[config.mk]
export PLATFORM = sky130hd
export DESIGN_NAME = odd_parity_serializer
export DESIGN_NICKNAME = d
export VERILOG_FILES = /design/src/rtl/odd_parity_serializer.sv
export SDC_FILE = /design/constraint.sdc
export NUM_CORES = 1
export LEC_CHECK = 0
export CAP_MARGIN = 30
export CORE_MARGIN = 2
export CORE_UTILIZATION = 32
export CTS_CLUSTER_DIAMETER = 120
export DETAILED_ROUTE_END_ITERATION = 10
export HOLD_SLACK_MARGIN = 0.08
export SYNTH_ARGS = -nofsm -noshare
export SYNTH_HDL_FRONTEND = slang
export SYNTH_SLANG_ARGS = --single-unit
[constraint.sdc]
create_clock -name clk -period 2 [get_ports clk]
set_clock_uncertainty 0.05 [all_clocks]
set_input_delay 0.4 -clock clk [delete_from_list [all_inputs] [get_ports clk]]
set_output_delay 0.4 -clock clk [all_outputs]
set_load 0.1 [all_outputs]
[src/rtl/odd_parity_serializer.sv]
// Parallel-to-serial transmitter: payload bits then one odd-parity bit per frame.
// Define ODD_PARITY_SERIALIZER_MSB_FIRST_EN to shift the payload MSB first (default LSB first).
module odd_parity_serializer #(
  parameter int unsigned DATA_WIDTH = 8
) (
  input  logic                  clk,
  input  logic                  rst,
  input  logic [DATA_WIDTH-1:0] in_data,
  input  logic                  in_valid,
  output logic                  in_ready,
  output logic                  ser_out,
  output logic                  ser_valid,
  output logic                  ser_last
);

  localparam int unsigned CNT_W = $clog2(DATA_WIDTH);
  localparam logic [CNT_W-1:0] LAST_BIT = CNT_W'(DATA_WIDTH - 1);

  typedef enum logic [1:0] {
    IDLE   = 2'd0,
    DATA   = 2'd1,
    PARITY = 2'd2
  } state_t;

  state_t                state;
  state_t                state_next;
  logic [DATA_WIDTH-1:0] shift_reg;
  logic [DATA_WIDTH-1:0] shift_next;
  logic [CNT_W-1:0]      bit_cnt;
  logic                  par;
  logic                  cur_bit;
  logic                  accept;

  // Bit presented on the line and the register image after it has been sent
`ifdef ODD_PARITY_SERIALIZER_MSB_FIRST_EN
  assign cur_bit    = shift_reg[DATA_WIDTH-1];
  assign shift_next = {shift_reg[DATA_WIDTH-2:0], 1'b0};
`else
  assign cur_bit    = shift_reg[0];
  assign shift_next = {1'b0, shift_reg[DATA_WIDTH-1:1]};
`endif

  always_ff @(posedge clk or negedge rst) begin
    if (!rst) begin
      state <= IDLE;
    end else begin
      state <= state_next;
    end
  end

  // Next state and line outputs; ready also gated by reset so it drops immediately
  always_comb begin
    state_next = state;
    in_ready   = 1'b0;
    ser_out    = 1'b0;
    ser_valid  = 1'b0;
    ser_last   = 1'b0;
    accept     = 1'b0;
    case (state)
      IDLE: begin
        in_ready = rst;
        accept   = in_valid & rst;
        if (accept) state_next = DATA;
      end
      DATA: begin
        ser_out   = cur_bit;
        ser_valid = 1'b1;
        if (bit_cnt == LAST_BIT) state_next = PARITY;
      end
      PARITY: begin
        in_ready   = rst;
        accept     = in_valid & rst;
        ser_out    = par;
        ser_valid  = 1'b1;
        ser_last   = 1'b1;
        state_next = accept ? DATA : IDLE;
      end
      default: state_next = IDLE;
    endcase
  end

  // Payload shifter, bit counter and running parity (seeded with 1 for odd parity)
  always_ff @(posedge clk or negedge rst) begin
    if (!rst) begin
      shift_reg <= '0;
      bit_cnt   <= '0;
      par       <= 1'b1;
    end else if (accept) begin
      shift_reg <= in_data;
      bit_cnt   <= '0;
      par       <= 1'b1;
    end else if (state == DATA) begin
      shift_reg <= shift_next;
      bit_cnt   <= bit_cnt + CNT_W'(1);
      par       <= par ^ cur_bit;
    end
  end

endmodule

==> impl_metrics.csv, run 1 <==
group,metric,value,unit
synthesis,syn-num-nets,89,
worst_setup_path,rr_startpoint,"state[1]",
clock_tree,cts_buffer_depth,2,
power,switchingPower,753,uW
detailed_routing,drtAntennaViolNets,0,
placed_design,dp_hpwl,1.08,mm
finish,areaGrowthSynthToFinish,41.5,%
finish,nets,111,
power,ir_drop,0.00147,V
timing,fin_crit,1.92,ns
global_route,grt_pass1_vias,543,
power,p_seq_share,28.3,%
placed_design,place.gp.congestion,0.683,
floorplan,rows,17,
power,p_int,983,uW
timing,hold_viol_final,0,
detailed_routing,finalWirelength,1.38,mm
synthesis,yosysUniqueCellTypes,22,
worst_setup_path,timing.rr.end,"shift_reg[7]",
clock_tree,cts_buffers,3,
timing,maxSlewViolCount,0,
power,clkPwrFrac,11.7,%
placed_design,dpl_worst_slack,0.183,ns
floorplan,initial_core_util,34.5,%
detailed_routing,wl_per_cell,11.6,um
floorplan,core,2250,um^2
finish,layout_commonest_cell,"dfrtp_1",
global_route,grt-ovfl-total,0,
detailed_routing,top_layer,"met4",
synthesis,yosysTopAreaCell,"dfrtp_1",
worst_hold_path,hp-class,"input pin to async pin",
clock_tree,worstSkewPairLatency,0.28,ns
detailed_routing,wl_met3,22,um
global_route,grt_max_degree,19,
worst_setup_path,arrival,1.47,ns
worst_setup_path,critPathKind,"flop to primary output",
global_route,antenna_found_initial,0,
status,status,"finished, final reports clean",
worst_setup_path,end_kind,"primary output",
finish,layout_common_cells,"dfrtp_1 (11), nor2_1 (10), clkdlybuf4s50_1 (10)",
synthesis,synth-seq-area-share,45.2,%
global_route,gr-usage-all-layers,12.2,%
timing,max_freq,521,MHz
finish,antenna_cells,0,
timing,post-route-period-util,96.1,%
synthesis,avgSynthCellArea,11.1,um^2
synthesis,synth_seq_cells,14,
worst_setup_path,critical-path-max-stage-delay,0.44,ns
timing,rsz0062_at_grt,"false",
finish,fin_area,1100,um^2
synthesis,synth_cells,70,
synthesis,yosys_warnings,0,
power,power_density,1580,nW/um^2
timing,worst_slack,0.0788,ns
timing,finalSetupViolCount,0,
finish,drive_gt1_share,33.0,%
clock_tree,clk_pin_slew,0.09,ns
detailed_routing,vias,553,
floorplan,die_area,2840,um^2
timing,tns,0,ns
timing,worstMarginPinSlew,0.518,ns
floorplan,die_w,53.3,um
synthesis,synth_area,778,um^2
clock_tree,cts_root_buf,"clkbuf_4",
detailed_routing,drtIter0Drc,5,
worst_setup_path,crit_fanout,4,
detailed_routing,wl_met2,691,um
placed_design,port_buffers,14,
worst_setup_path,rr_worst_depth,5,
worst_setup_path,crit_required,1.55,ns
power,swShare,43.4,%
power,p_comb_share,60.0,%
worst_setup_path,setup.worst_path.start_class,"flop",
floorplan,ios,15,
clock_tree,htree_levels,1,
worst_setup_path,crit_chain,"inv_2, ha_2, nor2_2, nor2b_4, buf_12",
clock_tree,cts_tree,"done",
worst_setup_path,rrSetupSlack,0.44,ns
global_route,grt_pass1_wl,2.46,mm
floorplan,die_h,53.3,um
synthesis,synth_top_area_share,41.8,%
clock_tree,cts_sinks,14,
worst_setup_path,slowest_stage,"dfrtp_2",
detailed_routing,met1_length,634,um
job,max_cap_viol_count,0,
placed_design,placed_area,1040,um^2
finish,post-route-util,48.8,%
detailed_routing,dr.pass1.iters,2,
synthesis,synth_area_leaders,"dfrtp_1 (42%), ha_1 (13%), mux2i_1 (12%)",
power,leakage,0.000470,uW
finish,largest_reg_flops,8,
detailed_routing,vias_per_cell,4.65,
timing,relSlewSlack,65.3,%
clock_tree,postCtsHoldBufs,0,
detailed_routing,drc,0,
==> cell families (layout without fill, tap and decap cells) <==
family,count (synthesis),count (layout),synth area share [%]
compound gates,12,12,11.6
buf+inv,5,26,4.34
simple gates,19,19,10.8
fa+ha+maj,8,8,12.9
xor+xnor,2,2,2.25
mux,10,10,13.0
flops,14,14,45.2
==> worst max-delay path by stage <==
stage,startpoint,endpoint,slack (ns),cells past startpoint
finish,state[0],in_ready,0.08,5
global route,state[0],ser_out,0.006,5
CTS,state[0],in_ready,0.007,5
detailed placement,rst,state[0],0.18,4
global placement,rst,state[0],0.20,4
floorplan,state[0],ser_out,-0.14,4
==> power groups by stage <==
| stage | logic (uW) | registers, uW | clock network (uW) |
|---|---|---|---|
| 6_report | 1040 | 492 | 203 |
| 3_3_place_gp | 1010 | 494 | 0 |
| 3_5_place_dp | 1020 | 496 | 0 |
| 2_1_floorplan | 780 | 478 | 0 |
| 5_1_grt | 1120 | 509 | 223 |
| 4_1_cts | 1030 | 495 | 210 |
==> Yosys cell counts, drive strengths merged <==
master  number
inv          3
a21oi        8
nand2        4
nand3b       1
o32ai        1
buf          2
mux2         1
mux2i        9
dfstp        1
a21boi       1
o21ai        1
xnor2        1
nor2b        1
xor2         1
dfrtp       13
nor2        12
o211ai       1
and2b        1
ha           8
==> metrics by stage <==
stage	power, uW	std cells	hold slack (ns)
2_1_floorplan	1260	70	0.0544
3_3_place_gp	1500	114	0.453
3_5_place_dp	1510	114	0.455
4_1_cts	1730	118	0.431
5_1_grt	1860	119	0.470
6_report	1740	119	0.435
==> layout make-up <==
cell class | count | area (um^2)
Clock buffer | 4 | 36.3
Fill cell | 220 | 1150
Inverter | 3 | 11.3
Multi-Input combinational cell | 51 | 447
Sequential cell | 14 | 354
Tap cell | 28 | 35.0
Timing Repair Buffer | 19 | 218
==> worst max-delay path, delay by kind of cell, from the launching register on <==
family | cells | cell delay, ns
fa+ha+maj | 1 | 0.24
buf+inv | 2 | 0.32
flops | 1 | 0.44
simple gates | 2 | 0.18
==> per-layer routing <==
metal | up-vias | track usage (%)
met3 | 4 | 0.847
met2 | 9 | 21.4
met1 | 258 | 14.2
met5 | - | 0
li1 | 282 | -
met4 | 0 | 7.69
==> repair_timing <==
| action | in CTS | in global routing |
|---|---|---|
| setup buffers | 0 | 1 |
| setup endpoints to repair | 2 | 2 |
| hold endpoints to repair | 0 | 0 |
| resized for setup | 4 | 4 |
(Power assumes the default switching activity.)
==> run 2: changes to the inputs <==
- CORE_MARGIN: 2 -> default
- MAX_ROUTING_LAYER: default -> met4
==> run 2 against run 1 <==
- first-iteration DRC count is 20% higher
- die area is 7.4% lower
- combinational power hardly changed
- hold slack better by 0.023 ns
- critical endpoint is now ser_out
==> impl_metrics.csv, run 2 (synthesis gave the netlist of run 1 again) <==
group,metric,value,unit
status,status,"finished, final reports clean",
global_route,grt_pass1_wl,2.44,mm
clock_tree,cts_buffers,3,
power,power_density,1590,nW/um^2
clock_tree,htree_levels,1,
worst_setup_path,critPathKind,"flop to primary output",
clock_tree,cts_root_buf,"clkbuf_4",
finish,largest_reg_flops,8,
power,p_comb_share,60.1,%
finish,layout_commonest_cell,"dfrtp_1",
detailed_routing,dr.pass1.iters,3,
global_route,grt_max_degree,19,
timing,worstMarginPinSlew,0.479,ns
worst_setup_path,crit_path_start,"state[0]",
finish,areaGrowthSynthToFinish,40.2,%
finish,nets,110,
floorplan,core,2250,um^2
detailed_routing,drc,0,
timing,finalSetupViolCount,0,
power,clkPwrFrac,11.7,%
finish,drive_gt1_share,30.0,%
timing,relSlewSlack,67.9,%
timing,hold_viol_final,0,
worst_setup_path,end_kind,"primary output",
global_route,antenna_found_initial,0,
clock_tree,cts_buffer_depth,2,
detailed_routing,drtIter0Drc,6,
floorplan,ios,15,
clock_tree,cts_tree,"done",
timing,rsz0062_at_grt,"true",
detailed_routing,drtAntennaViolNets,0,
worst_setup_path,arrival,1.48,ns
floorplan,die_h,51.3,um
timing,fin_crit,1.93,ns
clock_tree,cts_setup_buffers,0,
timing,worst_slack,0.0652,ns
placed_design,port_buffers,14,
timing,maxSlewViolCount,0,
finish,multi_input_area,447,um^2
power,leakage,0.000468,uW
power,p_seq_share,28.3,%
power,switchingPower,759,uW
finish,seqCellArea,352,um^2
job,max_cap_viol_count,0,
worst_setup_path,rr_startpoint,"state[0]",
detailed_routing,vias,547,
clock_tree,cts_sinks,14,
detailed_routing,wl_per_cell,11.9,um
timing,max_freq,517,MHz
worst_setup_path,crit_required,1.55,ns
global_route,gr-usage-all-layers,12.8,%
timing,post-route-period-util,96.7,%
placed_design,dp_hpwl,1.14,mm
placed_design,place.gp.congestion,0.735,
worst_setup_path,setup.worst_path.start_class,"flop",
placed_design,dpl_worst_slack,0.105,ns
power,p_int,979,uW
power,swShare,43.7,%
power,totalPowerFinal,1740,uW
floorplan,initial_core_util,34.5,%
clock_tree,worstSkewPairLatency,0.28,ns
detailed_routing,finalWirelength,1.41,mm
worst_hold_path,hp-class,"input pin to async pin",
clock_tree,clk_pin_slew,0.09,ns
global_route,grt-ovfl-total,0,
detailed_routing,vias_per_cell,4.64,
floorplan,die_w,51.3,um
global_route,grt_pass1_vias,567,
worst_setup_path,crit_fanout,4,
floorplan,die_area,2630,um^2
finish,fill_cells,217,
floorplan,rows,17,
power,ir_drop,0.00139,V
finish,layout_common_cells,"dfrtp_1 (13), nor2_1 (10), clkdlybuf4s50_1 (10)",
finish,antenna_cells,0,
[run 2: cell count changes in the layout (fill, tap and decap cells not counted), sizes merged]
cell | previous run | this run
buf | 9 | 8
[run 2: what timing repair did]
item | CTS | global route
resized for setup | 3 | 3
cloned | 0 | 0
endpoints found under the setup margin | 2 | 2
pin swaps | 0 | 1
hold buffers | 0 | 0
[run 2: cell type report]
cell class                 count  area share [%]
multi-input combinational     51            40.9
sequential                    14            32.2
timing repair buffer          18            19.3
clock buffer                   4            3.33
tap                           28            3.21
inverter                       3            1.03
[run 2: stage by stage]
stage	hold slack [ns]	area, um^2	TNS, ns	util, %	instances
floorplan	0.0544	822	-0.139	-	70
global placement	0.456	1040	0	46.3	114
detailed placement	0.480	1040	0	46.3	114
CTS	0.472	1090	0	48.2	118
global route	0.493	1090	-0.00427	48.4	118
finish	0.458	1090	0	48.4	118
[run 2: final timing paths]
kind / to / slack, ns / cells past startpoint
max: ser_out / 0.07 / 4
min: shift_reg[5] / 0.46 / 2
max reg2reg: state[1] / 0.32 / 5
min reg2reg: shift_reg[7] / 0.49 / 2
max in group asynchronous: par / 1.19 / 2
min in group clk: shift_reg[7] / 0.49 / 2
[run 2: power groups by stage]
stage / Clock (uW) / Sequential, uW / Combinational [uW]
global placement: 0 / 487 / 1030
global route: 221 / 505 / 1120
detailed placement: 0 / 492 / 1040
CTS: 210 / 488 / 1060
floorplan: 0 / 478 / 780
finish: 203 / 491 / 1040
[run 2: critical path, cell delays in order (launching register included)]
cell and delay, ns:
dfrtp_1 0.43, inv_2 0.11, ha_4 0.30, a21boi_4 0.19
buf_12 0.19
[run 2: metal layers]
layer	up-vias	wire, um	part of all wire (%)	track usage [%]
li1	273	-	-	-
met1	264	636	45	15.1
met2	10	718	51	21.9
met3	0	53	3.8	3.57
met4	0	0	0	2.70
met5	-	0	0	-
